==> config.mk <==
export PLATFORM = sky130hd
export DESIGN_NAME = computer_player
export DESIGN_NICKNAME = d
export VERILOG_FILES = /design/src/rtl/computer_player.sv
export SDC_FILE = /design/constraint.sdc
export NUM_CORES = 1
export LEC_CHECK = 0
export BUFFER_PORTS_ARGS = -buffer_cell sky130_fd_sc_hd__buf_2
export CORE_MARGIN = 2
export CORE_UTILIZATION = 47
export CTS_BUF_LIST = sky130_fd_sc_hd__clkbuf_16
export DETAILED_ROUTE_END_ITERATION = 8
export GPL_TIMING_DRIVEN = 1
export PLACE_DENSITY = 0.66
export RECOVER_POWER = 50
export SLEW_MARGIN = 20
export SYNTH_ARGS = -nofsm -noshare
export SYNTH_HDL_FRONTEND = slang
export SYNTH_SLANG_ARGS = --single-unit
==> constraint.sdc <==
create_clock -name clk -period 4 [get_ports clk]
set_input_delay 0.2 -clock clk [delete_from_list [all_inputs] [get_ports clk]]
set_output_delay 0.2 -clock clk [all_outputs]
set_load 0.03 [all_outputs]
==> src/rtl/computer_player.sv <==
// rtl/computer_player.sv - tic-tac-toe computer opponent: win scan, block scan, fixed fallback, retry on illegal_move
// Define CP_BLOCK_EN to include the SCAN_BLOCK pass between SCAN_WIN and FALLBACK.
module computer_player #(
  parameter int unsigned MAX_RETRY = 2
) (
  input  logic        clk,
  input  logic        rstn,
  input  logic        go_i,
  input  logic        game_over_i,
  input  logic [17:0] board_data_i,
  input  logic        illegal_move_i,
  output logic        computer_move_o,
  output logic [3:0]  computer_adderss_o,
  output logic [1:0]  move_kind_o,
  output logic        busy_o,
  output logic        no_move_o,
  output logic        retry_fail_o
);

  localparam logic [2:0] IDLE     = 3'd0;
  localparam logic [2:0] SCAN_WIN = 3'd1;
  localparam logic [2:0] FALLBACK = 3'd3;
  localparam logic [2:0] ISSUE    = 3'd4;
  localparam logic [2:0] CHECK    = 3'd5;
`ifdef CP_BLOCK_EN
  localparam logic [2:0] SCAN_BLOCK = 3'd2;
`endif
  localparam logic [2:0] MAX_R = MAX_RETRY[2:0];

  logic [2:0]  state_q, state_d;
  logic [3:0]  idx_q, idx_d;
  logic [17:0] snap_q, snap_d;
  logic [2:0]  retry_q, retry_d;
  logic        move_q, move_d;
  logic [3:0]  addr_q, addr_d;
  logic [1:0]  kind_q, kind_d;
  logic        busy_q, busy_d;
  logic        no_move_q, no_move_d;
  logic        retry_fail_q, retry_fail_d;

  // Three cell numbers of a line packed {c2, c1, c0}
  function automatic logic [11:0] line_cells(input logic [2:0] l);
    case (l)
      3'd0:    line_cells = {4'd2, 4'd1, 4'd0};
      3'd1:    line_cells = {4'd5, 4'd4, 4'd3};
      3'd2:    line_cells = {4'd8, 4'd7, 4'd6};
      3'd3:    line_cells = {4'd6, 4'd3, 4'd0};
      3'd4:    line_cells = {4'd7, 4'd4, 4'd1};
      3'd5:    line_cells = {4'd8, 4'd5, 4'd2};
      3'd6:    line_cells = {4'd8, 4'd4, 4'd0};
      default: line_cells = {4'd6, 4'd4, 4'd2};
    endcase
  endfunction

  function automatic logic [3:0] fb_cell(input logic [3:0] i);
    case (i)
      4'd0:    fb_cell = 4'd4;
      4'd1:    fb_cell = 4'd0;
      4'd2:    fb_cell = 4'd2;
      4'd3:    fb_cell = 4'd6;
      4'd4:    fb_cell = 4'd8;
      4'd5:    fb_cell = 4'd1;
      4'd6:    fb_cell = 4'd3;
      4'd7:    fb_cell = 4'd5;
      default: fb_cell = 4'd7;
    endcase
  endfunction

  function automatic logic [1:0] cell_val(input logic [17:0] b, input logic [3:0] c);
    logic [17:0] sh;
    sh = b >> {c, 1'b0};
    cell_val = sh[1:0];
  endfunction

  logic [11:0] line_w;
  logic [3:0]  c0, c1, c2, empty_cell, fb_c;
  logic [1:0]  v0, v1, v2, mv, n_match, n_empty;
  logic        hit, fb_empty;

  always_comb begin
    line_w = line_cells(idx_q[2:0]);
    c0 = line_w[3:0];
    c1 = line_w[7:4];
    c2 = line_w[11:8];
    v0 = cell_val(snap_q, c0);
    v1 = cell_val(snap_q, c1);
    v2 = cell_val(snap_q, c2);
    mv = 2'b10;
`ifdef CP_BLOCK_EN
    if (state_q == SCAN_BLOCK) mv = 2'b01;
`endif
    n_match = {1'b0, v0 == mv} + {1'b0, v1 == mv} + {1'b0, v2 == mv};
    n_empty = {1'b0, v0 == 2'b00} + {1'b0, v1 == 2'b00} + {1'b0, v2 == 2'b00};
    hit = (n_match == 2'd2) && (n_empty == 2'd1);
    empty_cell = (v0 == 2'b00) ? c0 : ((v1 == 2'b00) ? c1 : c2);
    fb_c = fb_cell(idx_q);
    fb_empty = (cell_val(snap_q, fb_c) == 2'b00);
  end

  always_comb begin
    state_d      = state_q;
    idx_d        = idx_q;
    snap_d       = snap_q;
    retry_d      = retry_q;
    move_d       = 1'b0;
    addr_d       = addr_q;
    kind_d       = kind_q;
    no_move_d    = 1'b0;
    retry_fail_d = 1'b0;
    case (state_q)
      IDLE: begin
        retry_d = 3'd0;
        // busy_q can still be high here during the pulse cycle that ends a request
        if (go_i && !game_over_i && !busy_q) begin
          snap_d  = board_data_i;
          idx_d   = 4'd0;
          state_d = SCAN_WIN;
        end
      end
      SCAN_WIN: begin
        if (hit) begin
          addr_d  = empty_cell;
          kind_d  = 2'b01;
          move_d  = 1'b1;
          state_d = ISSUE;
        end else if (idx_q == 4'd7) begin
          idx_d = 4'd0;
`ifdef CP_BLOCK_EN
          state_d = SCAN_BLOCK;
`else
          state_d = FALLBACK;
`endif
        end else begin
          idx_d = idx_q + 4'd1;
        end
      end
`ifdef CP_BLOCK_EN
      SCAN_BLOCK: begin
        if (hit) begin
          addr_d  = empty_cell;
          kind_d  = 2'b10;
          move_d  = 1'b1;
          state_d = ISSUE;
        end else if (idx_q == 4'd7) begin
          idx_d   = 4'd0;
          state_d = FALLBACK;
        end else begin
          idx_d = idx_q + 4'd1;
        end
      end
`endif
      FALLBACK: begin
        if (fb_empty) begin
          addr_d  = fb_c;
          kind_d  = 2'b11;
          move_d  = 1'b1;
          state_d = ISSUE;
        end else if (idx_q == 4'd8) begin
          no_move_d = 1'b1;
          state_d   = IDLE;
        end else begin
          idx_d = idx_q + 4'd1;
        end
      end
      ISSUE: state_d = CHECK;
      CHECK: begin
        if (illegal_move_i && (retry_q < MAX_R)) begin
          retry_d = retry_q + 3'd1;
          snap_d  = board_data_i;
          idx_d   = 4'd0;
          state_d = SCAN_WIN;
        end else begin
          retry_fail_d = illegal_move_i;
          retry_d      = 3'd0;
          state_d      = IDLE;
        end
      end
      default: state_d = IDLE;
    endcase
    // Abort: no new strobe, no pulses; an already-issued strobe has completed on its own
    if ((state_q != IDLE) && game_over_i) begin
      state_d      = IDLE;
      retry_d      = 3'd0;
      move_d       = 1'b0;
      addr_d       = addr_q;
      kind_d       = kind_q;
      no_move_d    = 1'b0;
      retry_fail_d = 1'b0;
    end
    busy_d = (state_d != IDLE) || no_move_d || retry_fail_d;
  end

  always_ff @(posedge clk or negedge rstn) begin
    if (!rstn) begin
      state_q      <= IDLE;
      idx_q        <= 4'd0;
      snap_q       <= 18'd0;
      retry_q      <= 3'd0;
      move_q       <= 1'b0;
      addr_q       <= 4'd0;
      kind_q       <= 2'b00;
      busy_q       <= 1'b0;
      no_move_q    <= 1'b0;
      retry_fail_q <= 1'b0;
    end else begin
      state_q      <= state_d;
      idx_q        <= idx_d;
      snap_q       <= snap_d;
      retry_q      <= retry_d;
      move_q       <= move_d;
      addr_q       <= addr_d;
      kind_q       <= kind_d;
      busy_q       <= busy_d;
      no_move_q    <= no_move_d;
      retry_fail_q <= retry_fail_d;
    end
  end

  assign computer_move_o    = move_q;
  assign computer_adderss_o = addr_q;
  assign move_kind_o        = kind_q;
  assign busy_o             = busy_q;
  assign no_move_o          = no_move_q;
  assign retry_fail_o       = retry_fail_q;

endmodule

==> impl_metrics.ini <==
[worst_hold_path]
holdPathEnd = snap_q[12]$_DFFE_PN0P_
worstHoldPathCells = 3
hp-class = input pin to flop
hp-start = board_data_i[12]

[layout]
drive_gt1_share_pct = 38.8
synthToLayoutAreaGrowth_pct = 23.0
diodes = 0
stdcell_count = 418
n_fill_cell = 492
nNetsFinal = 374

[timing]
period_share_pct = 98.3
timing.clock.skew_ns = 0.00454
clock.fmax_mhz = 254
maxSlewHeadroom_pct = -29.9
final.setup.worst_slack_ns = 0.0694
hold_viol = 0
finalMaxSlewViolations = 39
tightest_slew_ns = 1.95
rsz0062_at_grt = true
setup_viol = 0
period_needed_ns = 3.93
tns_ns = 0

[placed_design]
port_buffers = 32
place_ws_ns = 0.0554
place_congestion = 0.958
dp_hpwl_um = 5280
dp.cells = 402

[yosys]
async_flop_share_pct = 100
seq_area_frac_synth_pct = 33.3
synthCells = 292
synth-edff-count = 0
ys_top_cells_by_area = dfrtp_1 (33%), mux2_2 (8.7%), mux2i_1 (4.6%), nor2_1 (3.6%), mux4_2 (3.2%)
synth.largest_area_cell = dfrtp_1
ys.flop_type = dfrtp_1
synth_seq_cells = 38
syn_area_mm2 = 0.00285
netlist.area_leader.share_pct = 33.3
yosys_warnings = 0
syn_area_per_cell_um2 = 9.77
syn-num-nets = 323
ys_types = 69

[worst_setup_path]
crit_start = idx_q[1]$_DFFE_PN0P_
crit_fanout = 13
r2r_slack_ns = 0.07
path_class = flop to flop
required_ns = 4.17
startpoint_type = flop
r2r-start = idx_q[1]$_DFFE_PN0P_
reg2reg_depth = 15
crit_path_end_kind = flop
worstPathArrival_ns = 4.10
r2r-end = computer_adderss_o[1]$_DFFE_PN0P_

[clock_tree]
clkTransAtPathRegs_ns = 0.06
htree_levels = 2
cts-root-buf = clkbuf_16
cts_tree = built
clockBufferDepth = 2
clkSinkCount = 38
clkLatencyLatePin_ns = 0.28
hold_buffers = 0
numCtsBuffers = 5

[power_and_ir_drop]
p_leak_nw = 1.50
power_density_mw_per_mm2 = 967
ir_drop_mv = 0.557

[global_routing]
grt_pass1_vias = 2267
antenna_found_initial = 0
grt_pass1_wl_um = 11400
overflow = 0
grt_max_degree = 39
track_usage_pct = 22.4

[routing]
drc_errors = 0
detail-route-antenna-nets = 0
routed_wl_um = 7270
drtIter0Drc = 213
vias = 2464
dr.pass1.iters = 4
routedWlPerCell_um = 17.4
via_per_inst = 5.89

[outcome]
violations = max-capacitance violations, max-slew violations
status = finished with violations

[floorplanning]
die_w_um = 81.9
die_y_um = 81.9
rows = 28
initial_core_util_pct = 48.4
coreArea_mm2 = 0.00589
ios = 33
dieArea_mm2 = 0.00671

[job]
maxCapViolCount = 1
==> area by class of cell <==
class                      instances  area [µm²]  area share [%]
tap                               75        93.8            2.67
clock inverter                     2        15.0           0.428
sequential                        38         951            27.1
inverter                          13        51.3            1.46
timing repair buffer              58         354            10.1
multi-input combinational        227        1920            54.7
clock buffer                       5         125            3.57
==> logic make-up after synthesis <==
kind of cell | synth area share [%]
AND/OR/NAND/NOR | 19.0
multiplexers | 18.1
flip-flops | 33.3
AO/OA/AOI/OAI | 21.1
buffers and inverters | 4.48
adder cells (fa/ha/maj) | 4.04
==> layer usage <==
metal	track usage [%]	share of wire (%)	wire length, µm
met5	0	0	0
met1	33.0	45	3290
met4	4.67	1.2	90
met3	5.38	6.9	502
met2	33.3	47	3390
==> what timing repair did <==
action | in CTS | in global routing
gates resized for setup | 0 | 32
setup buffers | 0 | 9
setup endpoints to repair | 0 | 10
==> registers in the layout, summed over array words and instances, names as in the netlist <==
signal,flops
move_kind_o,2
retry_fail_o,1
computer_move_o,1
idx_q,4
state_q,3
snap_q,18
busy_o,1
retry_q,3
computer_adderss_o,4
no_move_o,1
==> worst max-delay path, stage by stage, from the launching register on <==
cell	delay, ns
dfrtp_1	0.41
inv_2	0.10
ha_4	0.16
buf_4	0.18
nand3b_1	0.21
a21boi_4	0.28
mux4_2	0.39
mux2i_2	0.23
nand2_1	0.13
fa_2	0.56
nor4bb_4	0.30
nand2_1	0.13
nor2_2	0.16
o21ba_4	0.19
a32o_1	0.20
a31o_1	0.18
==> synthesized netlist by cell type, types with 3 or more instances <==
master and number:
nor3_1 7, nand2b_1 11, inv_1 12, ha_1 6
nor2_1 27, a211oi_1 3, a32oi_1 4, or2_2 3
mux2i_1 13, nor2_2 3, a32o_1 3, dfrtp_1 38
o21a_1 3, o2111ai_1 3, o21ai_0 17, nand3_1 7
mux4_2 4, a31oi_1 3, clkbuf_1 7, buf_2 3
a21oi_1 12, mux2_2 22, nor2b_1 3, nand4_1 3
nand2_1 21
==> layout by cell type, fill, tap and decap left out, drive strengths merged, types with 4 or more instances in the layout <==
cell type / instances
o21ai: 19
nand2: 21
dfrtp: 38
mux4: 4
a32oi: 4
nor2: 30
nand2b: 11
buf: 54
mux2i: 14
nor3: 7
or2: 4
inv: 13
a21oi: 13
mux2: 24
ha: 6
clkbuf: 9
nand3: 7
==> how the worst max path moves through the flow <==
stage,to,slack [ns],cells past startpoint
CTS,computer_adderss_o[1]$_DFFE_PN0P_,0.02,16
global placement,idx_q[3]$_DFFE_PN0P_,0.07,15
floorplan,computer_adderss_o[1]$_DFFE_PN0P_,0.05,17
detailed placement,computer_adderss_o[1]$_DFFE_PN0P_,0.06,16
global route,computer_adderss_o[1]$_DFFE_PN0P_,-0.07,15
finish,computer_adderss_o[1]$_DFFE_PN0P_,0.07,15
==> power breakdown <==
| group | switching [W] | internal (W) |
|---|---|---|
| registers | 0.000181 | 0.000524 |
| logic | 0.00117 | 0.00114 |
| clock network | 0.000153 | 0.000227 |
| total | 0.00150 | 0.00189 |
==> per-stage QoR <==
stage,cell area (µm²),utilization [%],hold WS (ns),total power [W]
finish,3510,59.6,0.118,0.00339
global placement,3160,53.7,0.340,0.00261
CTS,3300,56.1,0.0583,0.00301
detailed placement,3160,53.7,0.360,0.00262
floorplan,2850,-,-0.0956,0.00209
global route,3510,59.6,0.138,0.00361
Note: power is estimated with default switching activity, not from simulation.
